## src/rtl/uart_pkg.sv

```systemverilog
// ---------------------------------------------------------------------------
// uart_pkg
// Shared types and constants for the UART receive and transmit halves.
//   rx_state_e  : receiver FSM state encoding (also visible on the debug bus)
//   OVERSAMPLE  : sample ticks per bit period
//   MID_START   : sample index at which the start bit is re-checked
//   MID_BIT     : sample index at which data and stop bits are captured
// ---------------------------------------------------------------------------
package uart_pkg;

    typedef enum logic [2:0] {
        IDLE     = 3'd0,
        START    = 3'd1,
        DATA     = 3'd2,
        STOP     = 3'd3,
        BRK_WAIT = 3'd4
    } rx_state_e;

    localparam int OVERSAMPLE = 16;
    localparam int MID_START  = 7;
    localparam int MID_BIT    = 15;

endpackage

```

## src/rtl/uart_rx_if.sv

```systemverilog
// ---------------------------------------------------------------------------
// uart_rx_if
// Bundle between the UART receiver and its RX FIFO / LSR logic.
//
// Handshake: fifo_wr_en is a single-cycle push of fifo_wr_data with no
// backpressure beyond fifo_full. The receiver samples fifo_full only at the
// mid-stop-bit decision; if it is high there the byte is dropped and
// overrun_o pulses instead of fifo_wr_en. frame_err_o, break_o and overrun_o
// are single-cycle pulses aligned with the cycle the byte would be written.
// fifo_wr_data holds its last written value between pushes.
//
// Signals:
//   fifo_full    FIFO -> RX  FIFO cannot accept a write this cycle
//   fifo_wr_en   RX -> FIFO  push strobe
//   fifo_wr_data RX -> FIFO  received byte
//   frame_err_o  RX -> LSR   stop bit sampled low
//   break_o      RX -> LSR   all-zero data with low stop bit
//   overrun_o    RX -> LSR   complete byte dropped because FIFO was full
//   busy_o       RX -> top   receiver not idle
//   state        RX -> dbg   current receiver FSM state
// ---------------------------------------------------------------------------
interface uart_rx_if;
    import uart_pkg::*;

    logic       fifo_full;
    logic       fifo_wr_en;
    logic [7:0] fifo_wr_data;
    logic       frame_err_o;
    logic       break_o;
    logic       overrun_o;
    logic       busy_o;
    rx_state_e  state;

    modport master (
        input  fifo_full,
        output fifo_wr_en,
        output fifo_wr_data,
        output frame_err_o,
        output break_o,
        output overrun_o,
        output busy_o,
        output state
    );

    modport slave (
        output fifo_full,
        input  fifo_wr_en,
        input  fifo_wr_data,
        input  frame_err_o,
        input  break_o,
        input  overrun_o,
        input  busy_o,
        input  state
    );

endinterface

```

## src/rtl/uart_baud_gen.sv

```systemverilog
// ---------------------------------------------------------------------------
// uart_baud_gen
// Oversampling tick generator. Counts 0..divisor-1 and emits sample_tick for
// one clock when the count reaches divisor-1. A zero divisor stops ticks.
// The divisor is used live, so shrinking it below the current count simply
// wraps the counter without a tick.
// Ports:
//   clk, rst     system clock, synchronous active-high reset
//   divisor      16-bit baud divisor {DLM, DLL}
//   sample_tick  one-clock strobe at 16x the baud rate
// ---------------------------------------------------------------------------
module uart_baud_gen (
    input  logic        clk,
    input  logic        rst,
    input  logic [15:0] divisor,
    output logic        sample_tick
);

    logic [15:0] tick_cnt;
    logic [15:0] last_cnt;

    assign last_cnt    = divisor - 16'd1;
    assign sample_tick = (divisor != 16'd0) && (tick_cnt == last_cnt);

    always_ff @(posedge clk) begin
        if (rst) begin
            tick_cnt <= 16'd0;
        end else if ((divisor == 16'd0) || (tick_cnt >= last_cnt)) begin
            tick_cnt <= 16'd0;
        end else begin
            tick_cnt <= tick_cnt + 16'd1;
        end
    end

endmodule

```

## src/rtl/uart_rx.sv

```systemverilog
// ---------------------------------------------------------------------------
// uart_rx
// 8N1 serial receiver. rx_i is synchronised, oversampled at 16x the baud
// rate, start bit re-validated at mid-bit, data captured LSB first at
// mid-bit, and each completed byte pushed into the RX FIFO together with
// framing-error / break / overrun status pulses.
// Ports:
//   clk, rst   system clock, synchronous active-high reset
//   DLM, DLL   baud divisor high / low byte
//   rx_i       asynchronous serial input, idle high
//   rx_bus     FIFO push, status pulses, busy and debug state (uart_rx_if)
// ---------------------------------------------------------------------------
module uart_rx
    import uart_pkg::*;
#(
    parameter int SYNC_STAGES = 2,
    parameter int OVERSAMPLE  = uart_pkg::OVERSAMPLE
) (
    input  logic       clk,
    input  logic       rst,
    input  logic [7:0] DLM,
    input  logic [7:0] DLL,
    input  logic       rx_i,
    uart_rx_if.master  rx_bus
);

    localparam int SCW = $clog2(OVERSAMPLE);
    localparam logic [SCW-1:0] START_SAMPLE = SCW'(MID_START);
    localparam logic [SCW-1:0] BIT_SAMPLE   = SCW'(MID_BIT);

    // ------------------------------------------------------------------
    // Baud tick
    // ------------------------------------------------------------------
    logic sample_tick;

    uart_baud_gen u_baud_gen (
        .clk         (clk),
        .rst         (rst),
        .divisor     ({DLM, DLL}),
        .sample_tick (sample_tick)
    );

    // ------------------------------------------------------------------
    // Synchroniser: resets to the idle (high) line level so a reset never
    // looks like a start edge.
    // ------------------------------------------------------------------
    logic [SYNC_STAGES-1:0] sync_q;
    logic                   rx_s;

    always_ff @(posedge clk) begin
        if (rst) begin
            sync_q <= '1;
        end else begin
            sync_q <= {sync_q[SYNC_STAGES-2:0], rx_i};
        end
    end

    assign rx_s = sync_q[SYNC_STAGES-1];

    // ------------------------------------------------------------------
    // Receiver FSM
    // ------------------------------------------------------------------
    rx_state_e      state, state_n;
    logic [SCW-1:0] sample_cnt, sample_cnt_n;
    logic [2:0]     bit_cnt, bit_cnt_n;
    logic [7:0]     shift_q, shift_n;
    logic [7:0]     wr_data_q, wr_data_n;
    logic           wr_en_q, wr_en_n;
    logic           ferr_q, ferr_n;
    logic           brk_q, brk_n;
    logic           ovr_q, ovr_n;

    always_ff @(posedge clk) begin
        if (rst) begin
            state      <= IDLE;
            sample_cnt <= '0;
            bit_cnt    <= '0;
            shift_q    <= '0;
            wr_data_q  <= '0;
            wr_en_q    <= 1'b0;
            ferr_q     <= 1'b0;
            brk_q      <= 1'b0;
            ovr_q      <= 1'b0;
        end else begin
            state      <= state_n;
            sample_cnt <= sample_cnt_n;
            bit_cnt    <= bit_cnt_n;
            shift_q    <= shift_n;
            wr_data_q  <= wr_data_n;
            wr_en_q    <= wr_en_n;
            ferr_q     <= ferr_n;
            brk_q      <= brk_n;
            ovr_q      <= ovr_n;
        end
    end

    always_comb begin
        state_n      = state;
        sample_cnt_n = sample_cnt;
        bit_cnt_n    = bit_cnt;
        shift_n      = shift_q;
        wr_data_n    = wr_data_q;
        wr_en_n      = 1'b0;
        ferr_n       = 1'b0;
        brk_n        = 1'b0;
        ovr_n        = 1'b0;

        // Every decision is gated by the oversample tick; a zero divisor
        // therefore freezes the FSM wherever it is.
        if (sample_tick) begin
            case (state)
                IDLE: begin
                    if (!rx_s) begin
                        state_n      = START;
                        sample_cnt_n = '0;
                    end
                end

                START: begin
                    if (sample_cnt == START_SAMPLE) begin
                        sample_cnt_n = '0;
                        bit_cnt_n    = '0;
                        // Line back high at mid start bit: treat as noise.
                        state_n      = rx_s ? IDLE : DATA;
                    end else begin
                        sample_cnt_n = sample_cnt + 1'b1;
                    end
                end

                DATA: begin
                    // The counter wraps to 0 naturally after the mid-bit
                    // sample, which keeps consecutive bits 16 ticks apart.
                    sample_cnt_n = sample_cnt + 1'b1;
                    if (sample_cnt == BIT_SAMPLE) begin
                        shift_n   = {rx_s, shift_q[7:1]};
                        bit_cnt_n = bit_cnt + 3'd1;
                        if (bit_cnt == 3'd7) begin
                            state_n      = STOP;
                            sample_cnt_n = '0;
                        end
                    end
                end

                STOP: begin
                    sample_cnt_n = sample_cnt + 1'b1;
                    if (sample_cnt == BIT_SAMPLE) begin
                        sample_cnt_n = '0;
                        wr_en_n      = !rx_bus.fifo_full;
                        ovr_n        = rx_bus.fifo_full;
                        if (!rx_bus.fifo_full) begin
                            wr_data_n = shift_q;
                        end
                        ferr_n  = !rx_s;
                        brk_n   = !rx_s && (shift_q == 8'h00);
                        // A low stop bit means the line may stay low (break);
                        // wait for it to return high before looking for a start.
                        state_n = rx_s ? IDLE : BRK_WAIT;
                    end
                end

                BRK_WAIT: begin
                    if (rx_s) begin
                        state_n = IDLE;
                    end
                end

                default: begin
                    state_n = IDLE;
                end
            endcase
        end
    end

    // ------------------------------------------------------------------
    // Outputs
    // ------------------------------------------------------------------
    assign rx_bus.fifo_wr_en   = wr_en_q;
    assign rx_bus.fifo_wr_data = wr_data_q;
    assign rx_bus.frame_err_o  = ferr_q;
    assign rx_bus.break_o      = brk_q;
    assign rx_bus.overrun_o    = ovr_q;
    assign rx_bus.busy_o       = (state != IDLE);
    assign rx_bus.state        = state;

endmodule

```

## src/flat_wrapper.sv

```systemverilog
// flat-port wrapper written by rule: the top's interface ports become plain ports
module uart_rx_flat import uart_pkg::*;
#(
    parameter int SYNC_STAGES = 2,
    parameter int OVERSAMPLE  = uart_pkg::OVERSAMPLE
)
  (clk, rst, DLM, DLL, rx_i, rx_bus_fifo_full, rx_bus_fifo_wr_en, rx_bus_fifo_wr_data, rx_bus_frame_err_o, rx_bus_break_o, rx_bus_overrun_o, rx_bus_busy_o, rx_bus_state);
  uart_rx_if rx_bus_i ();
  input  logic clk;
  input  logic rst;
  input  logic [7:0] DLM;
  input  logic [7:0] DLL;
  input  logic rx_i;
  input wire logic [$bits(rx_bus_i.fifo_full)-1:0] rx_bus_fifo_full;
  output wire logic [$bits(rx_bus_i.fifo_wr_en)-1:0] rx_bus_fifo_wr_en;
  output wire logic [$bits(rx_bus_i.fifo_wr_data)-1:0] rx_bus_fifo_wr_data;
  output wire logic [$bits(rx_bus_i.frame_err_o)-1:0] rx_bus_frame_err_o;
  output wire logic [$bits(rx_bus_i.break_o)-1:0] rx_bus_break_o;
  output wire logic [$bits(rx_bus_i.overrun_o)-1:0] rx_bus_overrun_o;
  output wire logic [$bits(rx_bus_i.busy_o)-1:0] rx_bus_busy_o;
  output wire logic [$bits(rx_bus_i.state)-1:0] rx_bus_state;
  assign rx_bus_i.fifo_full = rx_bus_fifo_full;
  assign rx_bus_fifo_wr_en = rx_bus_i.fifo_wr_en;
  assign rx_bus_fifo_wr_data = rx_bus_i.fifo_wr_data;
  assign rx_bus_frame_err_o = rx_bus_i.frame_err_o;
  assign rx_bus_break_o = rx_bus_i.break_o;
  assign rx_bus_overrun_o = rx_bus_i.overrun_o;
  assign rx_bus_busy_o = rx_bus_i.busy_o;
  assign rx_bus_state = rx_bus_i.state;
  uart_rx #(.SYNC_STAGES(SYNC_STAGES), .OVERSAMPLE(OVERSAMPLE)) u_core (.clk(clk), .rst(rst), .DLM(DLM), .DLL(DLL), .rx_i(rx_i), .rx_bus(rx_bus_i));
endmodule
```

## config.mk

```make
export PLATFORM = sky130hd
export DESIGN_NAME = uart_rx_flat
export DESIGN_NICKNAME = d
export VERILOG_FILES = /design/src/rtl/uart_pkg.sv /design/src/rtl/uart_rx_if.sv /design/src/rtl/uart_baud_gen.sv /design/src/rtl/uart_rx.sv /design/src/flat_wrapper.sv
export SDC_FILE = /design/constraint.sdc
export NUM_CORES = 1
export LEC_CHECK = 0
export BUFFER_PORTS_ARGS = -buffer_cell sky130_fd_sc_hd__buf_2
export CAP_MARGIN = 20
export CELL_PAD_IN_SITES_DETAIL_PLACEMENT = 1
export CELL_PAD_IN_SITES_GLOBAL_PLACEMENT = 2
export CORE_UTILIZATION = 38
export DETAILED_ROUTE_END_ITERATION = 8
export PLACE_DENSITY = 0.85
export SLEW_MARGIN = 20
export SYNTH_ARGS = -nofsm -noshare
export SYNTH_HDL_FRONTEND = slang
export SYNTH_SLANG_ARGS = --single-unit
```

## constraint.sdc

```tcl
create_clock -name clk -period 7.03 [get_ports clk]
set_input_delay 0.703 -clock clk [delete_from_list [all_inputs] [get_ports clk]]
set_output_delay 0.703 -clock clk [all_outputs]
set_load 0.03 [all_outputs]
```

Yosys cells after proc, flatten, opt, wreduce, memory -nomap -nowiden
Index checks and enable logic that the tools add are counted.
Storage, ports and cells
  flip-flop bits (word level): 48
  input port bits: 20
  output and inout port bits: 16
  logic and storage cells: 71
Operators by class
  add/sub/neg operators: 4
  order comparisons: 1
  eq/ne operators: 14
  multiplexer cells: 18
  bitwise operators: 4
  reductions and logical operators: 19
Operators with widths (number)
  $mux W3: 9
  $mux W4: 5
  $add A16 B1 Y16 const B: 1
  $eq A16 B16 Y1: 1
  $ge A16 B16 Y1: 1
  $logic_not A16 Y1: 1
  $pmux W4 S4: 1
  $reduce_bool A16 Y1: 1
  $sub A16 B1 Y16 const B: 1
  $pmux W3 S5: 1
  $ne A2 B1 Y1 const B: 5
  $logic_not A8 Y1: 1
  $reduce_and A4 Y1: 2
  $reduce_and A7 Y1: 1
  $eq A3 B2 Y1 const B: 2
  $eq A3 B3 Y1 const B: 2
  $pmux W3 S2: 1
  $reduce_and A3 Y1: 2
  $add A4 B1 Y4 const B: 1
  $eq A4 B3 Y1 const B: 1
  $eq A4 B4 Y1 const B: 1
  $not A1 Y1: 4
  $reduce_bool A4 Y1: 1
  $reduce_or A4 Y1: 1
  11 further kinds: 13

Longest topological paths before layout
  depth after elaboration: 5
  depth in mapped cells: 13
  mapped depth without buffers: 11

Hierarchy
From an unflattened synthesis, not the netlist that was laid out.
Unflattened totals
  cell total of the unflattened synthesis: 311
  area total of the unflattened synthesis: 2866.5 um^2
Modules (own cells, without submodules)
  uart_rx: times used 1, cells an instance 148, area each 1443.9 um^2
  uart_baud_gen: times used 1, cells an instance 163, area each 1422.6 um^2

Worst setup path before layout
No wires, ideal clock.
  path kind: input-to-reg
  from: in DLM[1]
  to: reg u_core.sample_cnt[2]
  setup time: 0.070 ns
  arrival: 3.889 ns
  required time: 6.960 ns
  setup slack: 3.072 ns
  stages: 11
  cell sequence: or4_4 -> or4_4 -> buf_6 -> nor2_1 -> xnor2_1 -> ha_1 -> nand4_2 -> nor4_4 -> o211ai_4 -> or4b_2 -> a21oi_1
Between the ends
  cells in the longest elaborated chain, start to end: 4
  elaborated cells between the ends (all ways): 5
  those cells by class: add/sub: 1; eq/ne: 1; reduce/logical: 3
RTL lines
  start, declared: line flat_wrapper.sv:11  | input logic [7:0] DLM;
  $sub A16 B1 Y16: line uart_baud_gen.sv:22  | assign last_cnt = divisor - 16'd1;
  $eq A16 B16 Y1: line uart_baud_gen.sv:23  | assign sample_tick = (divisor != 16'd0) && (tick_cnt == last_cnt);
  $logic_and A1 B1 Y1 (*): line uart_baud_gen.sv:23
  $reduce_and A3 Y1 (no source line) (*)
  end signal, assigned: line uart_rx.sv:86  | sample_cnt <= sample_cnt_n;
  end, declared: line uart_rx.sv:64  | logic [SCW-1:0] sample_cnt, sample_cnt_n;
Mark *: on every way between the ends. The rest lies on a longest branch, timed or not.
A chain may end at the register's enable or synchronous reset.

Worst setup path after layout
Same ends and word-level chain as after synthesis.

==> reports/results.txt <==
unrepaired setup endpoints after global routing - false
Synth Register Bits - 48
Vias/cell - 5.114
largest net degree at the start of global routing - 36
max cap viols - 0
Mean Syn Cell Area - 9.202 um2
fin crit share - 56.54%
drt wl/cell - 14.33 um
Area Overhead vs Synth - 11.03%
combinational family with the most area after synthesis - simple AND/OR/NAND/NOR gates
initial antenna violation count - 0
RR Endpoint - u_core.sample_cnt[2]
cell internal pwr - 0.4001 mW
CP required - 7270 ps
GRT Total Usage - 17.47%
area post-placement - 2970 um2
Net Sw Frac - 24.45%
DR vias - 2194
Mapped Area - 2779 um2
synth warn - 0
slew margin rel. - 52.38%
Yosys top cell by area - dfxtp_1
Critical Path Start Type - primary input
cell with the most instances after synthesis - dfxtp_1
Syn Nets - 344
H-tree lvl count - 2
critical path class - primary input to register
initial drt markers - 44
FF-to-FF Start - u_core.u_baud_gen.tick_cnt[11]
R2R cell count - 6
Initial Util - 40.02%
P per Cell Area - 171.6 nW/um2
fill count - 824
global-route wire length before repair - 10.43 mm
Area contributors post-synth - dfxtp_1, ha_1, mux2i_1, xnor2_1, nor3_1
hold path start - u_core.sync_q[0]
PortBufs - 35
Final TNS setup - 0 ps
Synth Area in Compound Gates - 8.825%
Seq. cell area - 960.9 um2
DR pass1 iterations - 4
Max Clock Freq - 251.6 MHz
Layout Cells excl Fill - 429
Synth Area in XOR/XNOR - 8.825%
Synth top cells by count - dfxtp_1, nor2_1, nor3_1, ha_1, mux2i_1
placed instance count - 421
status - finished clean
CTS Buffer Depth - 2
clock sink count - 48
WHS - 428.7 ps
Std-Cell Rows - 30
Leak Pwr - 1.343 nW
cts-stage hold buffer count - 0
fin. max-slew vios - 0
Remaining DRCs - 0
Multi-input gate area - 1673 um2
core footprint - 6944 um2
Post-Syn Instances - 302
post-route cell area - 3085 um2
Clock power frac - 38.8%
worst hold endpoint - u_core.sync_q[1]
Critical Path AT - 4220 ps
EDFF count, synth - 0
CP Max Fanout - 8
Worst VDD drop - 0.00008622 V
Routed Wire Length - 6.148 mm
Num CTS Buffers - 5
worst min-delay path class - register to register
share of cells above drive strength 1 - 17.72%
vias in the first global route - 2184
Final ANT Viol Nets - 0
mux share of post-synthesis cell area - 6.844%
Post-CTS Setup Bufs - 0
Fin. Hold Viols - 0
clk_skew - 12.01 ps
Detail Placement HPWL - 4.592 mm
simple-gate share of the synthesized area - 25.80%
Worst-Margin Slew - 714.3 ps
Gate power share - 8.6%
final setup vio count - 0
IO Pins - 36
die height - 87.52 um
CP Capture Type - register
FFs w/ async S/R, synth - 0%
Synth top area share - 34.58%
grt total ovfl - 0
worst hold path depth - 1
Yosys cell types - 48
gpl congestion - 0.8024
CTS tree - built
PostCTS Resize Cnt - 0
Design Power - 0.5296 mW
Post-synth top flop - dfxtp_1
sequential fraction of the synthesis area - 34.58%
Reg power frac - 52.6%
Net Sw Power - 0.1295 mW
Die Span X - 87.52 um
min Tclk post-route - 3975 ps
die area - 7659 um2
# diodes - 0
later-pin clock latency in the skew report - 310 ps
Final #Nets - 374
Clk pin slew, worst setup/hold paths - 100 ps
Reg2Reg Setup Slack - 4500 ps
adder and majority cell fraction of the synthesized area - 9.905%
root buffer cell - clkbuf_8
[placed cells by master (no fill, tap or decap), types with 3 or more instances in the layout]
cell,n
or2_2,3
nor3_1,24
inv_1,9
or3_1,4
and3_1,8
nand4_1,5
ha_1,22
xor2_1,12
nand3_1,9
nor2_1,31
dfxtp_1,48
a211oi_1,3
nand3b_1,4
o21ai_0,4
xnor2_1,16
a21oi_1,14
nand2_1,17
mux2i_1,19
nor4_1,4
clkbuf_8,5
buf_2,35
[worst max-delay path, stage by stage]
cell and delay (ps):
buf_2 130, or4_4 560, or4_4 530, nor2_1 160, xnor2_1 80, ha_1 330, nand4_2 160, nor4_4 610
o211ai_4 200, or4b_2 640, a21oi_1 130
[registers in the layout, summed over array words and instances, names as in the netlist]
signal                      cells
u_core.rx_bus.break_o           1
u_core.sync_q                   2
u_core.rx_bus.overrun_o         1
u_core.sample_cnt               4
u_core.u_baud_gen.tick_cnt     16
u_core.shift_q                  8
u_core.rx_bus.state             3
u_core.rx_bus.fifo_wr_data      8
u_core.rx_bus.fifo_wr_en        1
u_core.bit_cnt                  3
u_core.rx_bus.frame_err_o       1
[cells by family (layout without fill, tap and decap cells)]
group / after synthesis / in the layout
compound gates: 33 / 33
xor+xnor: 28 / 28
fa+ha+maj: 22 / 22
buf+inv: 22 / 53
flops: 48 / 48
mux: 19 / 19
simple gates: 130 / 130
[power groups by stage]
stage | combinational, mW | clock [mW] | sequential [mW]
final | 0.0456 | 0.205 | 0.279
after global routing | 0.0513 | 0.225 | 0.280
after CTS | 0.0463 | 0.215 | 0.279
after detailed placement | 0.0458 | 0 | 0.285
after global placement | 0.0443 | 0 | 0.285
after floorplan | 0.0319 | 0 | 0.284
[worst max-delay path by stage]
| stage | from | end | slack, ps | cells after the start |
|---|---|---|---|---|
| 6_report | DLM[1] | u_core.sample_cnt[2] | 3050 | 11 |
| 5_1_grt | DLM[1] | u_core.rx_bus.fifo_wr_data[1] | 2820 | 11 |
| 4_1_cts | DLM[1] | u_core.rx_bus.fifo_wr_data[6] | 3040 | 11 |
| 3_5_place_dp | DLM[1] | u_core.rx_bus.fifo_wr_data[2] | 2720 | 11 |
| 3_3_place_gp | DLM[1] | u_core.sample_cnt[2] | 2820 | 11 |
| 2_1_floorplan | DLM[1] | u_core.sample_cnt[2] | 3070 | 11 |
[cell type report]
| class | instances | share of cell area [%] |
|---|---|---|
| Clock buffer | 5 | 2.230 |
| Sequential cell | 48 | 31.14 |
| Clock inverter | 3 | 1.500 |
| Timing Repair Buffer | 36 | 5.921 |
| Tap cell | 96 | 3.893 |
| Inverter | 9 | 1.095 |
| Multi-Input combinational cell | 232 | 54.22 |
[metrics by stage]
step | worst slack, ps | utilization, %
after global routing | 2818 | 44.43
after floorplan | 3072 | -
final | 3055 | 44.43
after global placement | 2819 | 42.77
after detailed placement | 2715 | 42.77
after CTS | 3037 | 44.43
[layer usage]
layer	vias up	wire length, um	GRT usage, %
met3	5	139	2.559
li1	1133	-	-
met5	-	0	0
met4	0	48	4.918
met1	1033	3242	24.97
met2	23	2717	27.41
No activity file was read; power rests on OpenSTA's default activity.
